<file path="src/rtl/reg_io_pkg.sv">
// Shared definitions for the reg_io block family.
// Holds the four-state encoding used by the per-channel debounce FSM.
package reg_io_pkg;

    typedef enum logic [1:0] {
        IDLE_LOW   = 2'd0,
        CHECK_HIGH = 2'd1,
        IDLE_HIGH  = 2'd2,
        CHECK_LOW  = 2'd3
    } db_state_e;

endpackage

</file>
<file path="src/rtl/debounce_bank_if.sv">
// Sample tick, raw pins and debounced results of a debounce bank.
// The master side drives the tick and pins, and the slave side (the bank) drives the results.
interface debounce_bank_if #(
    parameter int unsigned N = 4
);
    logic         pulse5khz;
    logic [N-1:0] btn_raw;
    logic [N-1:0] btn_level;
    logic [N-1:0] btn_press;
    logic [N-1:0] btn_release;

    modport master (
        output pulse5khz, btn_raw,
        input  btn_level, btn_press, btn_release
    );

    modport slave (
        input  pulse5khz, btn_raw,
        output btn_level, btn_press, btn_release
    );
endinterface

</file>
<file path="src/rtl/debounce_chan.sv">
// One debounce channel. It has a 2-flop synchronizer, a tick-qualified accept FSM with an agreement counter,
// and registered level, press and release outputs.
module debounce_chan
    import reg_io_pkg::*;
#(
    parameter int unsigned STABLE_TICKS = 25
) (
    input  logic clk_i,
    input  logic rst_i,
    input  logic tick_i,
    input  logic raw_i,
    output logic level_o,
    output logic press_o,
    output logic release_o
);
    localparam int unsigned CW = $clog2(STABLE_TICKS + 1);
    localparam logic [CW-1:0] CNT_ONE = CW'(1);
    localparam logic [CW-1:0] CNT_TGT = CW'(STABLE_TICKS);

    logic [1:0]    sync_q;
    db_state_e     state_q, state_d;
    logic [CW-1:0] cnt_q, cnt_d;
    logic          level_q, level_d;
    logic          press_q, press_d;
    logic          rel_q, rel_d;
    logic          s;
    logic [CW-1:0] cnt_inc;

    assign s       = sync_q[1];
    assign cnt_inc = cnt_q + CNT_ONE;

    always_ff @(posedge clk_i or posedge rst_i) begin
        if (rst_i) begin
            sync_q  <= 2'b00;
            state_q <= IDLE_LOW;
            cnt_q   <= '0;
            level_q <= 1'b0;
            press_q <= 1'b0;
            rel_q   <= 1'b0;
        end else begin
            sync_q  <= {sync_q[0], raw_i};
            state_q <= state_d;
            cnt_q   <= cnt_d;
            level_q <= level_d;
            press_q <= press_d;
            rel_q   <= rel_d;
        end
    end

    // Next-state logic. A single-tick configuration commits directly from the idle states.
    always_comb begin
        state_d = state_q;
        cnt_d   = cnt_q;
        level_d = level_q;
        press_d = 1'b0;
        rel_d   = 1'b0;
        if (tick_i) begin
            unique case (state_q)
                IDLE_LOW: begin
                    if (s) begin
                        if (STABLE_TICKS == 1) begin
                            state_d = IDLE_HIGH;
                            level_d = 1'b1;
                            press_d = 1'b1;
                            cnt_d   = '0;
                        end else begin
                            state_d = CHECK_HIGH;
                            cnt_d   = CNT_ONE;
                        end
                    end
                end
                CHECK_HIGH: begin
                    if (!s) begin
                        state_d = IDLE_LOW;
                        cnt_d   = '0;
                    end else if (cnt_inc == CNT_TGT) begin
                        state_d = IDLE_HIGH;
                        level_d = 1'b1;
                        press_d = 1'b1;
                        cnt_d   = '0;
                    end else begin
                        cnt_d = cnt_inc;
                    end
                end
                IDLE_HIGH: begin
                    if (!s) begin
                        if (STABLE_TICKS == 1) begin
                            state_d = IDLE_LOW;
                            level_d = 1'b0;
                            rel_d   = 1'b1;
                            cnt_d   = '0;
                        end else begin
                            state_d = CHECK_LOW;
                            cnt_d   = CNT_ONE;
                        end
                    end
                end
                CHECK_LOW: begin
                    if (s) begin
                        state_d = IDLE_HIGH;
                        cnt_d   = '0;
                    end else if (cnt_inc == CNT_TGT) begin
                        state_d = IDLE_LOW;
                        level_d = 1'b0;
                        rel_d   = 1'b1;
                        cnt_d   = '0;
                    end else begin
                        cnt_d = cnt_inc;
                    end
                end
                default: begin
                    state_d = IDLE_LOW;
                    cnt_d   = '0;
                end
            endcase
        end
    end

    assign level_o   = level_q;
    assign press_o   = press_q;
    assign release_o = rel_q;
endmodule

</file>
<file path="src/rtl/debounce_bank.sv">
// Bank of N independent debounce channels that share one sample tick.
module debounce_bank #(
    parameter int unsigned N            = 4,
    parameter int unsigned STABLE_TICKS = 25
) (
    input  logic           clk25mhz,
    input  logic           reset,
    debounce_bank_if.slave bus
);
    if (N == 0 || STABLE_TICKS == 0) begin : g_bad_param
        $error("debounce_bank: N and STABLE_TICKS must both be >= 1");
    end

    for (genvar i = 0; i < int'(N); i++) begin : g_chan
        debounce_chan #(
            .STABLE_TICKS(STABLE_TICKS)
        ) u_chan (
            .clk_i    (clk25mhz),
            .rst_i    (reset),
            .tick_i   (bus.pulse5khz),
            .raw_i    (bus.btn_raw[i]),
            .level_o  (bus.btn_level[i]),
            .press_o  (bus.btn_press[i]),
            .release_o(bus.btn_release[i])
        );
    end
endmodule

</file>
<file path="src/flat_wrapper.sv">
// flat-port wrapper written by rule: the top's interface ports become plain ports
module debounce_bank_flat 
#(
    parameter int unsigned N            = 4,
    parameter int unsigned STABLE_TICKS = 25
)
  (clk25mhz, reset, bus_pulse5khz, bus_btn_raw, bus_btn_level, bus_btn_press, bus_btn_release);
  debounce_bank_if #(.N(N)) bus_i ();
  input  logic clk25mhz;
  input  logic reset;
  input wire logic [$bits(bus_i.pulse5khz)-1:0] bus_pulse5khz;
  input wire logic [$bits(bus_i.btn_raw)-1:0] bus_btn_raw;
  output wire logic [$bits(bus_i.btn_level)-1:0] bus_btn_level;
  output wire logic [$bits(bus_i.btn_press)-1:0] bus_btn_press;
  output wire logic [$bits(bus_i.btn_release)-1:0] bus_btn_release;
  assign bus_i.pulse5khz = bus_pulse5khz;
  assign bus_i.btn_raw = bus_btn_raw;
  assign bus_btn_level = bus_i.btn_level;
  assign bus_btn_press = bus_i.btn_press;
  assign bus_btn_release = bus_i.btn_release;
  debounce_bank #(.N(N), .STABLE_TICKS(STABLE_TICKS)) u_core (.clk25mhz(clk25mhz), .reset(reset), .bus(bus_i));
endmodule
</file>
<file path="config.mk">
export PLATFORM = sky130hd
export DESIGN_NAME = debounce_bank_flat
export DESIGN_NICKNAME = d
export VERILOG_FILES = /design/src/rtl/reg_io_pkg.sv /design/src/rtl/debounce_bank_if.sv /design/src/rtl/debounce_chan.sv /design/src/rtl/debounce_bank.sv /design/src/flat_wrapper.sv
export SDC_FILE = /design/constraint.sdc
export NUM_CORES = 1
export LEC_CHECK = 0
export ABC_AREA = 1
export CORE_MARGIN = 1.5
export CORE_UTILIZATION = 41
export DETAILED_ROUTE_END_ITERATION = 7
export PLACE_DENSITY = 0.57
export SLEW_MARGIN = 20
export SYNTH_ARGS = -nofsm -noshare
export SYNTH_HDL_FRONTEND = slang
export SYNTH_HIERARCHICAL = 1
export SYNTH_SLANG_ARGS = --single-unit
</file>
<file path="constraint.sdc">
create_clock -name clk25mhz -period 3.05 [get_ports clk25mhz]
set_clock_uncertainty 0.05 [all_clocks]
set_input_delay 0.61 -clock clk25mhz [delete_from_list [all_inputs] [get_ports clk25mhz]]
set_output_delay 0.61 -clock clk25mhz [all_outputs]
set_load 0.05 [all_outputs]
</file>
* Yosys cells after proc, flatten, opt, wreduce, memory -nomap -nowiden *
Cells that the tools add are included.

storage, ports and cells
  bits in registers = 48
  input bits = 7
  output and inout bits = 12
  logic and storage cells = 196

cells by class
  $add $sub $neg = 4
  equality and inequality tests = 48
  muxes and demuxes = 100
  reduce and logical (&&, ||, !) cells = 20

operators by type and width
  cell                 count
  $mux 5               20
  $pmux 5 s4           4
  $mux 2               24
  $ne 2x2->1 const B   24
  $mux 1               44
  $pmux 2 s4           4
  $ne 3x3->1 const B   8
  $reduce_and 6->1     4
  $add 5x1->5 const B  4
  $eq 5x5->1 const B   4
  $reduce_and 5->1     4
  $eq 2x2->1 const B   8
  $reduce_and 3->1     4
  $eq 2x1->1 const B   4
  $logic_not 2->1      4
  $pmux 1 s2           4
  $reduce_bool 2->1    4

* Depth between registers and ports, before layout *
Gate-level depths: netlist of run 1.

  depth in word-level cells = 6
  mapped depth = 10

* By module *
Netlist of run 1, hierarchy kept.

modules (own cells, without submodules)
  module                                        times used  cells an instance  area each (µm²)  sequential area each (µm²)
  debounce_chan at u_core.g_chan[1].u_chan ...  3           76                 639.4            300.3
  debounce_chan at u_core.g_chan[0].u_chan      1           77                 618.1            300.3

* Worst setup path before layout of run 1 *
OpenSTA, ideal clock, no wires.

  path type = reg-to-reg
  start = reg u_core.g_chan[0].u_chan.cnt_q[0]
  end = reg u_core.g_chan[0].u_chan.level_q
  library setup time = 0.118 ns
  arrival time = 1.205 ns
  path slack = 1.677 ns
  stages on the path, launching flop included = 10
  path buffers = 0
  clock period less this slack = 1.373 ns
  cell sequence = dfrtp_1 > ha_1 > inv_1 > nand2_1 > nand2_1 > nand2_2 > nor2_1 > nand3_1 > nand2_1 > nand2_1

on the way
  cells in the longest elaborated chain, start to end = 4

RTL lines
  what                          line                                       text
  start, declared               debounce_chan.sv:22                        logic [CW-1:0] cnt_q, cnt_d;
  start signal, assigned        debounce_chan.sv:43                        cnt_q <= cnt_d;
  $add 5x1->5 *                 debounce_chan.sv:30                        assign cnt_inc = cnt_q + CNT_ONE;
  $eq 5x5->1 *                  debounce_chan.sv:76, debounce_chan.sv:102
  $ne 2x2->1 (no line)          --
  $reduce_and 6->1 (no line) *  --
  end signal, assigned          debounce_chan.sv:44                        level_q <= level_d;
  end, declared                 debounce_chan.sv:23                        logic level_q, level_d;

Every way passes the cells marked *; elsewhere a longest branch is shown, timed or not.
A chain may end at the register's enable or synchronous reset.

* Final worst setup path of run 1 *
  start = reg u_core.g_chan[3].u_chan.level_q
  end = out bus_btn_level[3]

RTL lines
  what                    line                 text
  start, declared         debounce_chan.sv:23
  start signal, assigned  debounce_chan.sv:44
  end, declared           flat_wrapper.sv:13   output wire logic [$bits(bus_i.btn_level)-1:0] bus_btn_level;

No word-level cell between the ends.

==> results.cfg, run 1 <==
[timing]
hold_viol = 0
worstMarginPinSlew_ns = 0.500
fmax_ghz = 0.472
setup_violations = 0
grt_setup_unrepaired = no
report.final.slew_viol_count = 0
tns_ns = 0
period_share_pct = 69.4
fin_crit_ns = 2.12
slew_headroom_pct = 66.5

[floorplanning]
initial_utilization_pct = 42.6
die-area_um2 = 6670
die_width_um = 81.7
coreArea_um2 = 5960
die_y_um = 81.7
num_rows = 28
ioPinCount = 19

[grt]
grt_antenna_before_repair = 0
grt_pass1_wl_um = 7850
grt_pass1_vias = 1795
grt_use_total_pct = 15.1
grt_max_degree = 15
grt_remaining_overflow = 0

[status]
outcome = finished clean

[clocking]
clk-insertion-delay-late_ns = 0.29
h-tree-depth = 2
cts-hold-fix-buffers = 0
clk_path_buf_depth = 2
post-cts-setup-buffers = 0
cts_resized = 0
cts_tree = done
clkTransAtPathRegs_ns = 0.09
cts.sink_count = 48
numCtsBuffers = 5
cts-root-buf = clkbuf_8

[synthesis]
seq_area_frac_synth_pct = 47.4
synth_top_area_share_pct = 47.4
synthesis.area_um2 = 2540
yosysUniqueCellTypes = 20
yosysWarnings = 6
syn-instance-count = 305
ys_ff_latch = 48
syn-num-nets = 320
syn_avg_cell_area_um2 = 8.32
synth.largest_area_cell = dfrtp_1
synth_area_leaders = dfrtp_1 (47%), nand2_1 (11%), inv_1 (7.0%)

[critical_path]
r2r_start = u_core/g_chan[1].u_chan/cnt_q[0]
cp_slowest_cell = clkdlybuf4s50_1
cp-start-kind = register
critPathArrivalTime_ns = 1.46
cp.required_ns = 2.39
critPathBufInv = 1
crit_fanout = 2
worstSetupPathType = register to output port
r2r.worst_path.cells = 9
path_delay_family = buffers and inverters
cp-end-kind = output port
crit_chain = clkdlybuf4s50_1
ff2ff_setup_slack_ns = 1.53
slowest_delay_ns = 0.80

[routing]
via_per_inst = 4.90
drc = 0
vias = 1989
drt-total-wl_um = 4490
first_pass_iters = 4
wl_per_cell_um = 11.1
postRouteAntennaNets = 0
drt-initial-drc-count = 86

[pwr]
ir_drop_mv = 0.325
p_leak_nw = 1.42
powerDensity_nw_per_um2 = 603

[cells_and_area]
final_common_cell = nand2_1
area_delta_synth_final_pct = 14.5
nFillCells = 570
most-common-layout-cells = nand2_1 (75), dfrtp_1 (48), inv_1 (47)
final_util_pct = 48.7
final_net_count = 345
antennaDiodeCount = 0
drive_gt1_share_pct = 15.4

[min_path]
hp-class = register to register
holdCritStartpoint = u_core/g_chan[0].u_chan/sync_q[0]
min_path_cells = 0
hold_path_end = u_core/g_chan[0].u_chan/sync_q[1]

[placement]
hpwl_um = 3350
gp_congestion = 0.812
port_buffers = 18

[flow_run]
drv_cap = 0
==> metrics by stage <==
step / std cells / hold WS [ns] / worst slack, ns / total power, mW / instance area, um^2
2_1_floorplan: 305 / 0.281 / 1.68 / 1.26 / 2540
3_3_place_gp: 398 / 0.282 / 0.933 / 1.36 / 2810
3_5_place_dp: 398 / 0.286 / 0.919 / 1.37 / 2810
4_1_cts: 406 / 0.303 / 0.919 / 1.77 / 2900
5_1_grt: 406 / 0.311 / 0.865 / 1.89 / 2900
6_report: 406 / 0.299 / 0.933 / 1.75 / 2900
==> sequential cells by signal, summed over array words and instances, names as in the netlist, named ones only <==
name                            count
u_core/g_chan.u_chan/level_o        4
u_core/g_chan.u_chan/press_o        4
u_core/g_chan.u_chan/release_o      4
u_core/g_chan.u_chan/cnt_q         20
u_core/g_chan.u_chan/state_q        4
u_core/g_chan.u_chan/sync_q         8
==> worst reg2reg max path, stage by stage (launching register included) <==
cell and delay, ns:
dfrtp_1 0.47, ha_1 0.28, inv_1 0.08, nand2_2 0.05, nand2_1 0.06, nand2_2 0.08
inv_2 0.07, nand3_4 0.08, o21ai_1 0.13, nand2_1 0.06
==> logic make-up after synthesis <==
family                   share of synthesized area [%]
AO/OA/AOI/OAI                                     6.71
buffers and inverters                             7.99
AND/OR/NAND/NOR                                   34.0
flip-flops                                        47.4
adder cells (fa/ha/maj)                           3.95
==> metal layers <==
| metal | up-vias | track usage [%] | wire length (um) |
|---|---|---|---|
| met2 | 38 | 25.1 | 2100 |
| met1 | 912 | 19.8 | 2230 |
| li1 | 1035 | - | - |
| met3 | 4 | 3.44 | 126 |
| met5 | - | 0 | 0 |
| met4 | 0 | 4.07 | 36 |
==> worst max-delay path by stage <==
| stage | slack, ns | startpoint | end | cells past startpoint |
|---|---|---|---|---|
| after floorplan | 1.68 | u_core/g_chan[0].u_chan/cnt_q[0] | u_core/g_chan[0].u_chan/level_o | 9 |
| after CTS | 0.92 | u_core/g_chan[0].u_chan/level_o | bus_btn_level[0] | 1 |
| final | 0.93 | u_core/g_chan[3].u_chan/level_o | bus_btn_level[3] | 1 |
| after global routing | 0.86 | u_core/g_chan[0].u_chan/level_o | bus_btn_level[0] | 1 |
| after detailed placement | 0.92 | bus_pulse5khz | u_core/g_chan[0].u_chan/level_o | 6 |
| after global placement | 0.93 | bus_pulse5khz | u_core/g_chan[0].u_chan/level_o | 6 |
==> power breakdown <==
group	total (mW)	internal [mW]	switching, mW
combinational	0.514	0.176	0.339
clock	0.392	0.181	0.211
sequential	0.844	0.727	0.117
total	1.75	1.08	0.667
==> final cells by class <==
cell class,count,area (um^2),area share (%)
Sequential cell,48,1200,41.4
Tap cell,75,93.8,3.23
Multi-Input combinational cell,203,1130,39.0
Inverter,54,203,6.98
Clock inverter,2,10.0,0.345
Timing Repair Buffer,18,180,6.21
Clock buffer,6,82.6,2.84
==> Yosys cell counts, drive strengths merged <==
| cell | n |
|---|---|
| nand4 | 16 |
| nor3 | 7 |
| a21oi | 9 |
| nand2 | 93 |
| o22ai | 4 |
| nand3 | 30 |
| o21ai | 20 |
| nor2 | 13 |
| inv | 54 |
| dfrtp | 48 |
| ha | 8 |
| or2 | 3 |
Power figures use the tool's default switching activity.
==> run 2, diff against run 1 <==
PLACE_DENSITY = 0.6   (was 0.57)
clock period = 1.7 ns   (was 3.05 ns; I/O delays follow)
==> run 2 against run 1 <==
  * Hold slack better by 0.0050 ns
  * Wire length up 1.8%
  * Combinational power up 110%
  * Final cell count up 2.0%
  * Critical path depth up 8
  * Worst setup slack worse by 0.74 ns
  * Global-route usage up 0.89 points
  * Non-clock buffer count up 8
  * Critical endpoint is now u_core/g_chan[0].u_chan/level_o
  * Highest routed layer unchanged
==> results.cfg, run 2 (synthesized netlist as in run 1, its figures left out) <==
[cells_and_area]
largest_register_ffs = 20
largest_register = u_core/g_chan.u_chan/cnt_q
area_delta_synth_final_pct = 15.8
most-common-layout-cells = nand2_1 (75), dfrtp_1 (48), inv_1 (47)
drive_gt1_share_pct = 20.9
antennaDiodeCount = 0
final_common_cell = nand2_1
top_regs = u_core/g_chan.u_chan/cnt_q x20, u_core/g_chan.u_chan/sync_q x8
final_net_count = 353

[critical_path]
cp_common_cell = nand2_1
critPathArrivalTime_ns = 1.65
critPathBufInv = 1
cp-start-kind = register
crit_fanout = 5
cp-end-kind = register
cp.required_ns = 1.85
worstSetupPathType = register to register
cp_slowest_cell = dfrtp_1
path_delay_family = simple AND/OR/NAND/NOR gates
slowest_delay_ns = 0.43
crit_chain = ha_1 -> inv_1 -> nand2_1 -> nand2_1 -> nand2_2 -> nor2_1 -> nand3_1 -> nand2_1 -> nand2_1

[timing]
report.final.slew_viol_count = 0
slew_headroom_pct = 68.5
tns_ns = 0
setup_violations = 0
grt_setup_unrepaired = no
fin_crit_ns = 1.50
period_share_pct = 88.5
hold_viol = 0
fmax_ghz = 0.665
holdWs_ns = 0.304
worstMarginPinSlew_ns = 0.472

[grt]
use_met3_pct = 3.33
grt_use_total_pct = 16.0
grt_pass1_wl_um = 8270
grt.busiest_layer = met2
use_met1_pct = 22.5
grt_remaining_overflow = 0
grt_pass1_vias = 1867
grt_use_met2_pct = 24.6
grt_antenna_before_repair = 0
grt_max_degree = 16

[clocking]
clkTransAtPathRegs_ns = 0.09
cts-root-buf = clkbuf_8
cts_tree = done
post-cts-setup-buffers = 0
cts.sink_count = 48
numCtsBuffers = 5
clk_path_buf_depth = 2
clk-insertion-delay-late_ns = 0.30
cts-hold-fix-buffers = 0
h-tree-depth = 2
cts_resized = 0

[status]
outcome = finished clean

[floorplanning]
die_y_um = 81.7
num_rows = 28
die_width_um = 81.7
ioPinCount = 19
initial_utilization_pct = 42.6
die-area_um2 = 6670
coreArea_um2 = 5960

[routing]
via_per_inst = 4.84
wl_per_cell_um = 11.0
vias = 2003
first_pass_iters = 4
drc = 0
postRouteAntennaNets = 0
drt-total-wl_um = 4570
drt-initial-drc-count = 121

[pwr]
power_frac_seq_pct = 44.7
ir_drop_mv = 0.548
combPwrFrac_pct = 33.2
powerDensity_nw_per_um2 = 1110
p_leak_nw = 1.48
clockPowerShare_pct = 22.1
swShare_pct = 37.9
power.switching_mw = 1.23
intPower_mw = 2.03

[flow_run]
drv_cap = 0

[placement]
port_buffers = 18
hpwl_um = 3490
gp_congestion = 0.853

[min_path]
hp-class = register to register
run 2: cell types whose count changed in the layout (fill, tap and decap cells not counted), sizes merged:
cell,before,now
buf,0,20
clkdlybuf4s50,18,6
clkinvlp,0,2
clkinv,2,0
run 2: through the flow:
| step | power [mW] | util [%] | instance area (um^2) | cells | worst slack, ns |
|---|---|---|---|---|---|
| 6_report | 3.26 | 49.3 | 2940 | 414 | 0.196 |
| 5_1_grt | 3.54 | 49.3 | 2940 | 414 | 0.0421 |
| 4_1_cts | 3.30 | 49.3 | 2940 | 414 | 0.198 |
| 3_5_place_dp | 2.57 | 47.7 | 2840 | 406 | -0.0172 |
| 3_3_place_gp | 2.54 | 47.7 | 2840 | 406 | 0.0252 |
| 2_1_floorplan | 2.26 | - | 2540 | 305 | 0.327 |
run 2: final timing paths:
kind | from | end | slack, ns | cells after the start
worst max-delay path | u_core/g_chan[0].u_chan/cnt_q[1] | u_core/g_chan[0].u_chan/level_o | 0.20 | 9
worst min register to register | u_core/g_chan[1].u_chan/sync_q[0] | u_core/g_chan[1].u_chan/sync_q[1] | 0.30 | 0
worst max register to register | u_core/g_chan[0].u_chan/cnt_q[1] | u_core/g_chan[0].u_chan/level_o | 0.20 | 9
worst min-delay path | u_core/g_chan[1].u_chan/sync_q[0] | u_core/g_chan[1].u_chan/sync_q[1] | 0.30 | 0
max in group asynchronous | reset | u_core/g_chan[2].u_chan/sync_q[1] | 0.85 | 2
min in group asynchronous | reset | u_core/g_chan[3].u_chan/cnt_q[0] | 0.41 | 2
run 2: layout make-up:
type                       count  area, um^2
clock buffer                   6        82.6
clock inverter                 2        15.0
fill                         579        3020
inverter                      54         203
multi-input combinational    203        1130
sequential                    48        1200
tap                           75        93.8
timing repair buffer          26         210
run 2: power groups by stage:
stage / Combinational (mW) / Clock [mW] / Sequential (mW)
final: 1.08 / 0.720 / 1.46
after detailed placement: 1.09 / 0 / 1.48
after CTS: 1.09 / 0.749 / 1.46
after global placement: 1.07 / 0 / 1.48
after floorplan: 0.768 / 0 / 1.49
after global routing: 1.26 / 0.786 / 1.50
run 2: routing by layer:
layer	part of all wire (%)	wire length (um)	vias to the layer above
met5	0	0	-
met4	0.55	25	0
met1	50	2300	916
met3	3.3	150	2
li1	-	-	1052
met2	46	2090	33
